[src/rtl/pipe_stage_register.sv]
// Purpose : one-stage valid/ready pipeline register, optional two-entry skid buffer.
// Latency : one cycle from input acceptance to out_valid when the stage is empty or draining.
// Backpress: SKID_EN=1 registers in_ready (drops only when both entries are full);
//            SKID_EN=0 passes out_ready straight through to in_ready while an entry is held.
//
// Ports:
//   clk, reset           rising-edge clock, synchronous active-high reset
//   flush                drop every held entry and any entry offered this cycle
//   in_valid/in_ready    upstream handshake, in_data payload
//   out_valid/out_ready  downstream handshake, out_data payload (main register)
//   occupancy            number of held entries, 0..2
module pipe_stage_register #(
   parameter int unsigned           DATA_WIDTH  = 32,
   parameter logic [DATA_WIDTH-1:0] RESET_VALUE = {DATA_WIDTH{1'b0}},
   parameter bit                    SKID_EN     = 1'b1
) (
   input  logic                  clk,
   input  logic                  reset,
   input  logic                  flush,
   input  logic                  in_valid,
   output logic                  in_ready,
   input  logic [DATA_WIDTH-1:0] in_data,
   output logic                  out_valid,
   input  logic                  out_ready,
   output logic [DATA_WIDTH-1:0] out_data,
   output logic [1:0]            occupancy
);

   // Encoding equals the number of held entries, so occupancy is the state itself.
   typedef enum logic [1:0] {
      ST_EMPTY = 2'd0,
      ST_ONE   = 2'd1,
      ST_TWO   = 2'd2
   } state_t;

   state_t                state;
   state_t                state_nxt;
   logic [DATA_WIDTH-1:0] main_q;
   logic [DATA_WIDTH-1:0] skid_q;
   logic                  vld_q;
   logic                  rdy_q;
   logic                  in_fire;
   logic                  out_fire;
   logic                  load_main_in;
   logic                  load_main_skid;
   logic                  load_skid;

   assign in_fire  = in_valid & in_ready;
   assign out_fire = out_valid & out_ready;

   always_comb begin
      state_nxt      = state;
      load_main_in   = 1'b0;
      load_main_skid = 1'b0;
      load_skid      = 1'b0;
      if (flush) begin
         // Flush beats any transfer; an out_fire this cycle has still been delivered.
         state_nxt = ST_EMPTY;
      end else begin
         case (state)
            ST_EMPTY: begin
               if (in_fire) begin
                  state_nxt    = ST_ONE;
                  load_main_in = 1'b1;
               end
            end
            ST_ONE: begin
               if (in_fire && out_fire) begin
                  load_main_in = 1'b1;
               end else if (in_fire) begin
                  // Without a skid entry in_ready implies out_ready here, so this
                  // branch is only reachable when the skid register exists.
                  if (SKID_EN) begin
                     state_nxt = ST_TWO;
                     load_skid = 1'b1;
                  end
               end else if (out_fire) begin
                  state_nxt = ST_EMPTY;
               end
            end
            ST_TWO: begin
               if (out_fire) begin
                  state_nxt      = ST_ONE;
                  load_main_skid = 1'b1;
               end
            end
            default: state_nxt = ST_EMPTY;
         endcase
      end
   end

   // Handshake outputs are registered from the next state so they never depend
   // combinationally on out_ready in skid mode.
   always_ff @(posedge clk) begin
      if (reset) begin
         state  <= ST_EMPTY;
         main_q <= RESET_VALUE;
         vld_q  <= 1'b0;
         rdy_q  <= 1'b1;
      end else begin
         state <= state_nxt;
         vld_q <= (state_nxt != ST_EMPTY);
         rdy_q <= (state_nxt != ST_TWO);
         if (load_main_in) begin
            main_q <= in_data;
         end else if (load_main_skid) begin
            main_q <= skid_q;
         end
      end
   end

   generate
      if (SKID_EN) begin : g_skid
         logic [DATA_WIDTH-1:0] skid_r;

         always_ff @(posedge clk) begin
            if (reset) begin
               skid_r <= RESET_VALUE;
            end else if (load_skid) begin
               skid_r <= in_data;
            end
         end

         assign skid_q   = skid_r;
         assign in_ready = rdy_q;
      end else begin : g_pass
         // No skid storage: the main-register reload path is never selected.
         assign skid_q   = main_q;
         assign in_ready = (state == ST_EMPTY) | out_ready;
      end
   endgenerate

   assign out_valid = vld_q;
   assign out_data  = main_q;
   assign occupancy = state;

endmodule

[config.mk]
export PLATFORM = sky130hd
export DESIGN_NAME = pipe_stage_register
export DESIGN_NICKNAME = d
export VERILOG_FILES = /design/src/rtl/pipe_stage_register.sv
export SDC_FILE = /design/constraint.sdc
export NUM_CORES = 1
export LEC_CHECK = 0
export ABC_AREA = 0
export CAP_MARGIN = 10
export CORE_AREA = 5 5 126 104
export DETAILED_ROUTE_END_ITERATION = 16
export DIE_AREA = 0 0 131 109
export GPL_TIMING_DRIVEN = 0
export HOLD_SLACK_MARGIN = 0.08
export SLEW_MARGIN = 15
export SYNTH_ARGS = -nofsm -noshare
export SYNTH_HDL_FRONTEND = slang
export SYNTH_SLANG_ARGS = --single-unit
[constraint.sdc]
create_clock -name clk -period 1.3 [get_ports clk]
set_input_delay 0.13 -clock clk [delete_from_list [all_inputs] [get_ports clk]]
set_output_delay 0.13 -clock clk [all_outputs]
set_load 0.05 [all_outputs]
---- After elaboration in Yosys (flattened, before gate mapping) ----
Cells that the tools add are included.
storage, ports and cells
  register bits after elaboration ......... 68
  input port bits ......................... 37
  output and inout port bits .............. 36
  word-level logic and storage cells ...... 33
cells by class
  equal/unequal tests ..................... 3
  muxes and demuxes ....................... 19
  bitwise logic cells ..................... 2
  reduce and logical (&&, ||, !) cells .... 4
operators with widths
  kind                  count
  $mux W32              2
  $mux W2               6
  $mux W1               9
  $pmux W2 S3           1
  $reduce_bool A2 Y1    2
  $and A1 B1 Y1         2
  $eq A2 B1 Y1 const B  1
  $eq A2 B2 Y1 const B  1
  $logic_not A2 Y1      1
  $ne A2 B2 Y1 const B  1
  $pmux W1 S2           1
  $logic_and A1 B1 Y1   1

---- Depth between registers and ports, before layout ----
Gate-level depths: netlist (run 1).
  depth after elaboration ................. 7
  mapped depth ............................ 5
  mapped depth without buffers ............ 3

---- Worst setup path after synthesis (run 1) ----
Ideal clock, no wire load.
  path kind ............................... register -> register
  start point ............................. register state[1], in the netlist occupancy[1]
  end point ............................... register main_q[29], in the netlist out_data[29]
  library setup time ...................... 88 ps
  data arrival time ....................... 1,549 ps
  data required time ...................... 1,212 ps
  setup slack ............................. -337 ps
  cell stages (with the launch flop) ...... 6
  path buffers ............................ 2
  period minus slack after synthesis ...... 1,637 ps
  cell sequence ........................... dfxtp_1 -> and4b_1 -> buf_4 -> buf_6 -> nand3b_1 -> a311oi_2
on the way
  cells in the longest elaborated chain, start to end .. 4
  elaborated cells on any way between the ends .. 9
  classes of those cells .................. eq/ne (2); mux (5); reduce/logical (2)
ends and longest elaborated chain
  element                                         RTL line  RTL
  from (decl)                                     36        state_t state;
  from (signal assigned)                          101       state <= state_nxt;
  $eq A2 B1 Y1 (tied with other cells)            60        case (state)
  $pmux W1 S2 or $mux W1 (tied branches)          60
  $mux W1                                         56        if (flush) begin
  $mux W32 or $reduce_bool A2 Y1 (tied branches)  n/a
  to (signal assigned)                            105       main_q <= in_data;
  to (signal assigned)                            107       main_q <= skid_q;
  to (decl)                                       38        logic [DATA_WIDTH-1:0] main_q;
Several ways; a longest one is shown, not always the timed one.
A chain may end at the register's enable or synchronous reset.

---- Worst setup path in the final report (run 1) ----
  start point ............................. register state[1], in the netlist occupancy[1]
  end point ............................... register main_q[18], in the netlist out_data[18]
The elaborated chain is that of the path after synthesis.

==> results of run 1 <==
[power by group through the flow]
| stage | clock [mW] | sequential (mW) | combinational (mW) |
|---|---|---|---|
| final | 2.80 | 2.23 | 1.08 |
| after global placement | 0 | 2.27 | 0.959 |
| after global routing | 2.90 | 2.24 | 1.14 |
| after CTS | 2.81 | 2.23 | 1.03 |
| after floorplan | 0 | 2.52 | 0.310 |
| after detailed placement | 0 | 2.27 | 0.969 |
[cell families (layout without fill, tap and decap cells)]
| kind of cell | Yosys count | after routing | share of synthesized area, % |
|---|---|---|---|
| compound gates | 134 | 134 | 26.5 |
| simple gates | 109 | 109 | 21.4 |
| buf+inv | 46 | 149 | 8.26 |
| flops | 68 | 68 | 43.9 |
[flip-flops by register name (all words and copies together), names as in the netlist]
register,flops
g_skid.skid_r,32
occupancy,2
in_ready,1
out_data,32
out_valid,1
[layer usage]
layer / track usage, % / share of wire (%) / vias to the layer above
li1: - / - / 1551
met1: 21.0 / 46 / 1617
met2: 23.5 / 46 / 105
met3: 4.90 / 6.9 / 13
met4: 4.26 / 1.2 / 0
met5: 0 / 0 / -
[critical path: cells and delay by family (launching register included)]
kind | cells | cell delay, ns
flip-flops | 1 | 0.36
AO/OA/AOI/OAI | 1 | 0.29
buffers and inverters | 2 | 0.29
AND/OR/NAND/NOR | 2 | 0.38
[per-stage QoR]
step | setup WS, ns | hold slack, ns | cells | TNS [ns] | power [mW]
final | -0.120 | 0.244 | 612 | -3.87 | 6.11
after floorplan | -0.00979 | 0.278 | 357 | -0.0294 | 2.83
after global placement | -0.541 | 0.459 | 580 | -29.98 | 3.23
after global routing | -0.169 | 0.275 | 612 | -7.34 | 6.28
after CTS | -0.0813 | 0.197 | 609 | -2.36 | 6.07
after detailed placement | -0.630 | 0.471 | 580 | -32.68 | 3.24
[how the worst min path moves through the flow]
stage,startpoint,end,slack [ns],cells after the start
after floorplan,in_data[0],g_skid.skid_r[0]$_SDFFE_PP0P_,0.28,2
after global placement,g_skid.skid_r[0]$_SDFFE_PP0P_,g_skid.skid_r[0]$_SDFFE_PP0P_,0.46,2
after detailed placement,g_skid.skid_r[29]$_SDFFE_PP0P_,g_skid.skid_r[29]$_SDFFE_PP0P_,0.47,2
after CTS,reset,g_skid.skid_r[0]$_SDFFE_PP0P_,0.20,2
after global routing,reset,g_skid.skid_r[0]$_SDFFE_PP0P_,0.27,2
final,reset,g_skid.skid_r[0]$_SDFFE_PP0P_,0.24,2
[placed cells by master (no fill, tap or decap), types with 6 or more instances in the layout]
| master | synthesis | layout |
|---|---|---|
| dfxtp_1 | 68 | 64 |
| o21ai_0 | 65 | 52 |
| nand3b_1 | 33 | 33 |
| clkdlybuf4s50_1 | 0 | 33 |
| nand3_1 | 32 | 32 |
| a21oi_1 | 33 | 29 |
| nor3_1 | 32 | 27 |
| clkdlybuf4s15_2 | 0 | 27 |
| a311oi_2 | 3 | 19 |
| buf_4 | 7 | 18 |
| clkbuf_2 | 0 | 13 |
| o21ai_1 | 0 | 13 |
| a311oi_1 | 29 | 12 |
| clkbuf_16 | 0 | 12 |
| clkbuf_1 | 22 | 10 |
| buf_6 | 6 | 6 |
[final cells by class]
| cell class | count | area [um2] |
|---|---|---|
| fillers | 1180 | 6980 |
| multi-input cells | 243 | 1660 |
| flip-flops and latches | 68 | 1380 |
| repair buffers | 87 | 881 |
| plain buffers | 45 | 369 |
| clock buffers | 11 | 264 |
| well taps | 152 | 190 |
| clock inverters | 5 | 81.3 |
| inverters | 1 | 3.75 |
[repair_timing]
action / CTS / global route
setup buffers: 10 / 1
pin swaps: 10 / 16
gates cloned: 3 / 2
resized for setup: 156 / 38
setup endpoints to repair: 104 / 73
hold endpoints to repair: 0 / 0
==> run_results.csv, run 1 <==
group,metric,value,unit
floorplanning,die-height,109,um
critical_path,crit_chain,"and4bb_2 -> buf_6 -> nand2_8 -> buf_12 -> a311oi_2",
timing,worst_pin_slew,0.675,ns
floorplanning,ios,73,
pwr,swShare,27.4,%
timing,setup_viol_count_final,64,
pwr,p_sw,1.67,mW
synthesis,synth_cell_types,27,
clock_network,numCtsBuffers,9,
critical_path,rr_startpoint,"occupancy[1]$_SDFF_PP0_",
timing,fin_skew,0.00771,ns
place,placed_cell_area,4020,um2
finish,num-nets-final,492,
synthesis,yosysSeqAreaShare,43.9,%
critical_path,cp-start-kind,"flip-flop",
timing,period_share,109,%
clock_network,postCtsHoldBufs,0,
critical_path,cp_data_required_time,1.54,ns
detailed_routing,routedWlPerCell,18.2,um
finish,areaGrowthSynthToFinish,55.4,%
clock_network,clk_latency,0.34,ns
timing,hold_violations,0,
clock_network,cts.sinks,68,
timing,rsz0062_at_grt,"yes",
detailed_routing,viasPerCell,5.37,
clock_network,clkTransAtPathRegs,0.06,ns
job,maxCapViolations,0,
global_route,grt_pass1_vias,3315,
floorplanning,die_x,131,um
critical_path,reg2reg_slack,-0.12,ns
critical_path,timing.rr.end,"out_data[18]$_SDFFE_PP0P_",
timing,fmax,704,MHz
detailed_routing,wl,11.1,mm
critical_path,cp.arrival,1.66,ns
global_route,grt_overflow_total,0,
synthesis,synth_seq_cells,68,
floorplanning,design.core.area,11800,um2
pwr,ir_worst_vdd,0.657,mV
detailed_routing,drt-pass1-iter-count,5,
synthesis,synth_common_cells,"dfxtp_1, o21ai_0, a21oi_1, nand3b_1",
detailed_routing,via_count,3286,
critical_path,cp-end-kind,"flip-flop",
pwr,internal_power,4.44,mW
synthesis,yosys-top-cells-area,"dfxtp_1, o21ai_0, a311oi_1",
global_route,track_usage,15.4,%
synthesis,avgSynthCellArea,8.70,um2
detailed_routing,ant_nets,0,
critical_path,cp-startpoint,"occupancy[1]$_SDFF_PP0_",
timing,timing.final.crit_period,1.42,ns
place,place.gp.congestion,0.793,
floorplanning,rows,36,
outcome,status,"finished with violations",
timing,timing.final.ws_setup,-0.120,ns
outcome,violations,"setup timing",
synthesis,synth_top_cell_by_area,"dfxtp_1",
synthesis,synth_top_cell_area_share,43.9,%
synthesis,yosysWarnings,0,
synthesis,async_flop_share,0,%
place,hpwlAfterDp,7.27,mm
finish,antenna_cells,0,
clock_network,cts_max_path_buffers,2,
pwr,p_leak,1.63,nW
critical_path,reg2reg_depth,5,
finish,final_layout_size_suffix_gt1_share,29.6,%
synthesis,synth-edff-count,0,
critical_path,crit_end,"out_data[18]$_SDFFE_PP0P_",
synthesis,synthFlopType,"dfxtp_1",
pwr,p_clk_share,45.8,%
floorplanning,start_util,26.3,%
critical_path,crit_fanout,10,
critical_path,cp_slowest_cell,"dfxtp_4",
timing,finalMaxSlewViolations,0,
global_route,grt_antenna_before_repair,0,
global_route,grt_max_degree,13,
floorplanning,design.die.area,14300,um2
synthesis,syn_nets,394,
pwr,p_comb_share,17.7,%
synthesis,post-synth-top-count-cell,"dfxtp_1",
global_route,grt_pass1_wl,17.3,mm
place,port_buffers,71,
critical_path,slowest_delay,0.36,ns
finish,final_util,40.9,%
synthesis,synth_cells,357,
timing,slew-limit-headroom,55.0,%
clock_network,cts_root_buf,"clkbuf_16",
synthesis,netlist_area,3100,um2
hold_path,min_path_type,"input port to flip-flop",
detailed_routing,drt_iter0_markers,364,
finish,stdcell_area,4820,um2
clock_network,cts_tree,"yes",
clock_network,htreeDepth,3,
detailed_routing,drc,0,
pwr,power_density,1270,nW/um2
pwr,p_seq_share,36.4,%
critical_path,path_class,"flip-flop to flip-flop",
Power figures use the tool's default switching activity.
==> inputs of run 2 (changes only) <==
--- a/config.mk
+++ b/config.mk
@@ -12,6 +12,7 @@
 export DIE_AREA = 0 0 131 109
 export GPL_TIMING_DRIVEN = 0
 export HOLD_SLACK_MARGIN = 0.08
+export PLACE_DENSITY_LB_ADDON = 0.2
 export SLEW_MARGIN = 15
 export SYNTH_ARGS = -nofsm -noshare
 export SYNTH_HDL_FRONTEND = slang
==> run 2 against run 1 <==
The flow still finishes with violations (setup timing). Clock skew shrank 0.0023 ns. Global-route usage shrank 0.095 points. Non-clock buffer count shrank 5. Cell count shrank 0.82%. Fmax grew 0.78%. Critical path type unchanged. Critical path depth is the same. Wire length grew 0.22%. Clock power shrank 6%.
==> run_results.csv, run 2 (synthesis gave the netlist of run 1 again) <==
group,metric,value,unit
detailed_routing,drt-pass1-iter-count,4,
timing,finalMaxSlewViolations,0,
detailed_routing,routedWlPerCell,18.3,um
timing,rsz0062_at_grt,"yes",
pwr,power_density,1240,nW/um2
pwr,p_clk_share,44.1,%
timing,setup_viol_count_final,42,
timing,period_share,108,%
global_route,grt_max_degree,12,
clock_network,cts.sinks,68,
hold_path,min_path_type,"input port to flip-flop",
job,maxCapViolations,0,
floorplanning,design.core.area,11800,um2
clock_network,htreeDepth,3,
pwr,p_sw,1.63,mW
finish,antenna_cells,0,
pwr,ir_worst_vdd,0.669,mV
critical_path,path_buf_inv,2,
floorplanning,ios,73,
detailed_routing,wl,11.1,mm
critical_path,cp_top_family,"simple AND/OR/NAND/NOR gates",
critical_path,slowest_delay,0.36,ns
timing,fin_setup_tns,-2.58,ns
detailed_routing,via_count,3233,
clock_network,clkTransAtPathRegs,0.05,ns
timing,fin_skew,0.00537,ns
timing,timing.hold.ws,0.293,ns
outcome,status,"finished with violations",
finish,final_util,40.6,%
critical_path,cp-end-kind,"flip-flop",
place,port_buffers,71,
detailed_routing,ant_nets,0,
pwr,internal_power,4.32,mW
floorplanning,design.die.area,14300,um2
finish,multiInputGateArea,1710,um2
detailed_routing,met2WireLength,5.24,mm
global_route,grt_pass1_wl,17.2,mm
outcome,violations,"setup timing",
critical_path,cp.arrival,1.64,ns
detailed_routing,viasPerCell,5.33,
place,dp.cells,580,
hold_path,min-delay-start,"out_ready",
pwr,p_leak,1.58,nW
finish,instances_no_fill,607,
timing,worst_pin_slew,0.671,ns
clock_network,numCtsBuffers,9,
pwr,p_comb_share,18.4,%
place,hpwlAfterDp,7.23,mm
finish,final_layout_size_suffix_gt1_share,31.2,%
global_route,grt_antenna_before_repair,0,
finish,seqCellArea,1380,um2
pwr,swShare,27.4,%
detailed_routing,maxUsedRoutingLayer,"met4",
clock_network,cts_max_path_buffers,2,
critical_path,rr_startpoint,"occupancy[1]$_SDFF_PP0_",
critical_path,reg2reg_depth,5,
timing,fmax,710,MHz
floorplanning,die-height,109,um
timing,timing.final.crit_period,1.41,ns
finish,areaGrowthSynthToFinish,54.3,%
floorplanning,die_x,131,um
critical_path,cp_slowest_cell,"dfxtp_4",
clock_network,cts_root_buf,"clkbuf_16",
finish,num-nets-final,487,
timing,hold_violations,0,
clock_network,clk_latency,0.33,ns
critical_path,reg2reg_slack,-0.11,ns
detailed_routing,dr_wl_met3,599,um
critical_path,timing.rr.end,"out_data[30]$_SDFFE_PP0P_",
global_route,grt_overflow_total,0,
hold_path,hold_end,"in_ready$_SDFF_PP1_",
critical_path,crit_fanout,6,
detailed_routing,wl_met1,5.20,mm
detailed_routing,drc,0,
timing,slew-limit-headroom,55.2,%
global_route,grt_pass1_vias,3203,
pwr,p_seq_share,37.4,%
critical_path,cp-start-kind,"flip-flop",
global_route,track_usage,15.3,%
critical_path,path_class,"flip-flop to flip-flop",
floorplanning,rows,36,
critical_path,cp_data_required_time,1.53,ns
detailed_routing,drt_iter0_markers,273,
critical_path,crit_chain,"and4bb_2 -> buf_6 -> nand2_8 -> buf_8 -> a311oi_2",
finish,nFillCells,1197,
finish,final_common_cell,"dfxtp_1",
place,place.gp.congestion,0.785,
clock_network,postCtsHoldBufs,0,
hold_path,min_path_cells,3,
clock_network,cts_tree,"yes",
finish,layout_common_cells,"dfxtp_1, nand3b_1, clkdlybuf4s50_1",
timing,timing.final.ws_setup,-0.109,ns
floorplanning,start_util,26.3,%
==> run 2: area by class of cell <==
type	instances	share of cell area, %
Clock buffer	12	5.14
Clock inverter	4	1.51
Timing Repair Buffer	85	17.4
Tap cell	152	3.97
Inverter	1	0.0783
Multi-Input combinational cell	243	35.6
Buffer	42	7.57
Sequential cell	68	28.7
==> run 2: per-layer routing <==
metal,GRT usage [%],vias up
li1,-,1551
met1,21.3,1592
met2,23.6,81
met3,3.23,9
met4,5.14,0
met5,0,-
==> run 2: through the flow <==
stage	setup slack, ns	instance area, um2	power, mW
4_1_cts	-0.0786	4600	5.93
5_1_grt	-0.156	4790	6.16
3_3_place_gp	-0.586	4020	3.24
2_1_floorplan	-0.00979	3120	2.83
6_report	-0.109	4790	5.96
3_5_place_dp	-0.640	4020	3.24
==> run 2: how the worst max path moves through the flow <==
stage / cells past startpoint / to / startpoint
after global placement: 5 / out_data[22]$_SDFFE_PP0P_ / flush
after global routing: 5 / out_data[24]$_SDFFE_PP0P_ / occupancy[0]$_SDFF_PP0_
final: 5 / out_data[30]$_SDFFE_PP0P_ / occupancy[1]$_SDFF_PP0_
after floorplan: 4 / out_data[29]$_SDFFE_PP0P_ / occupancy[0]$_SDFF_PP0_
after detailed placement: 5 / out_data[30]$_SDFFE_PP0P_ / flush
after CTS: 5 / out_data[25]$_SDFFE_PP0P_ / occupancy[1]$_SDFF_PP0_
==> run 2: power groups by stage <==
stage / logic, mW / registers [mW] / clock network [mW]
2_1_floorplan: 0.310 / 2.52 / 0
3_3_place_gp: 0.968 / 2.27 / 0
3_5_place_dp: 0.972 / 2.27 / 0
4_1_cts: 1.02 / 2.23 / 2.68
5_1_grt: 1.16 / 2.24 / 2.76
6_report: 1.10 / 2.23 / 2.63
==> run 2: what timing repair did <==
item,CTS,global route
cloned,2,2
buffers inserted,7,3
resized for setup,151,93
endpoints found under the setup margin,104,75
pin swaps,11,12
==> run 2: tightest hold or removal path, stage by stage <==
cell	delay, ns
dlymetal6s2s_1	0.20
nand2_1	0.12
o211ai_1	0.10
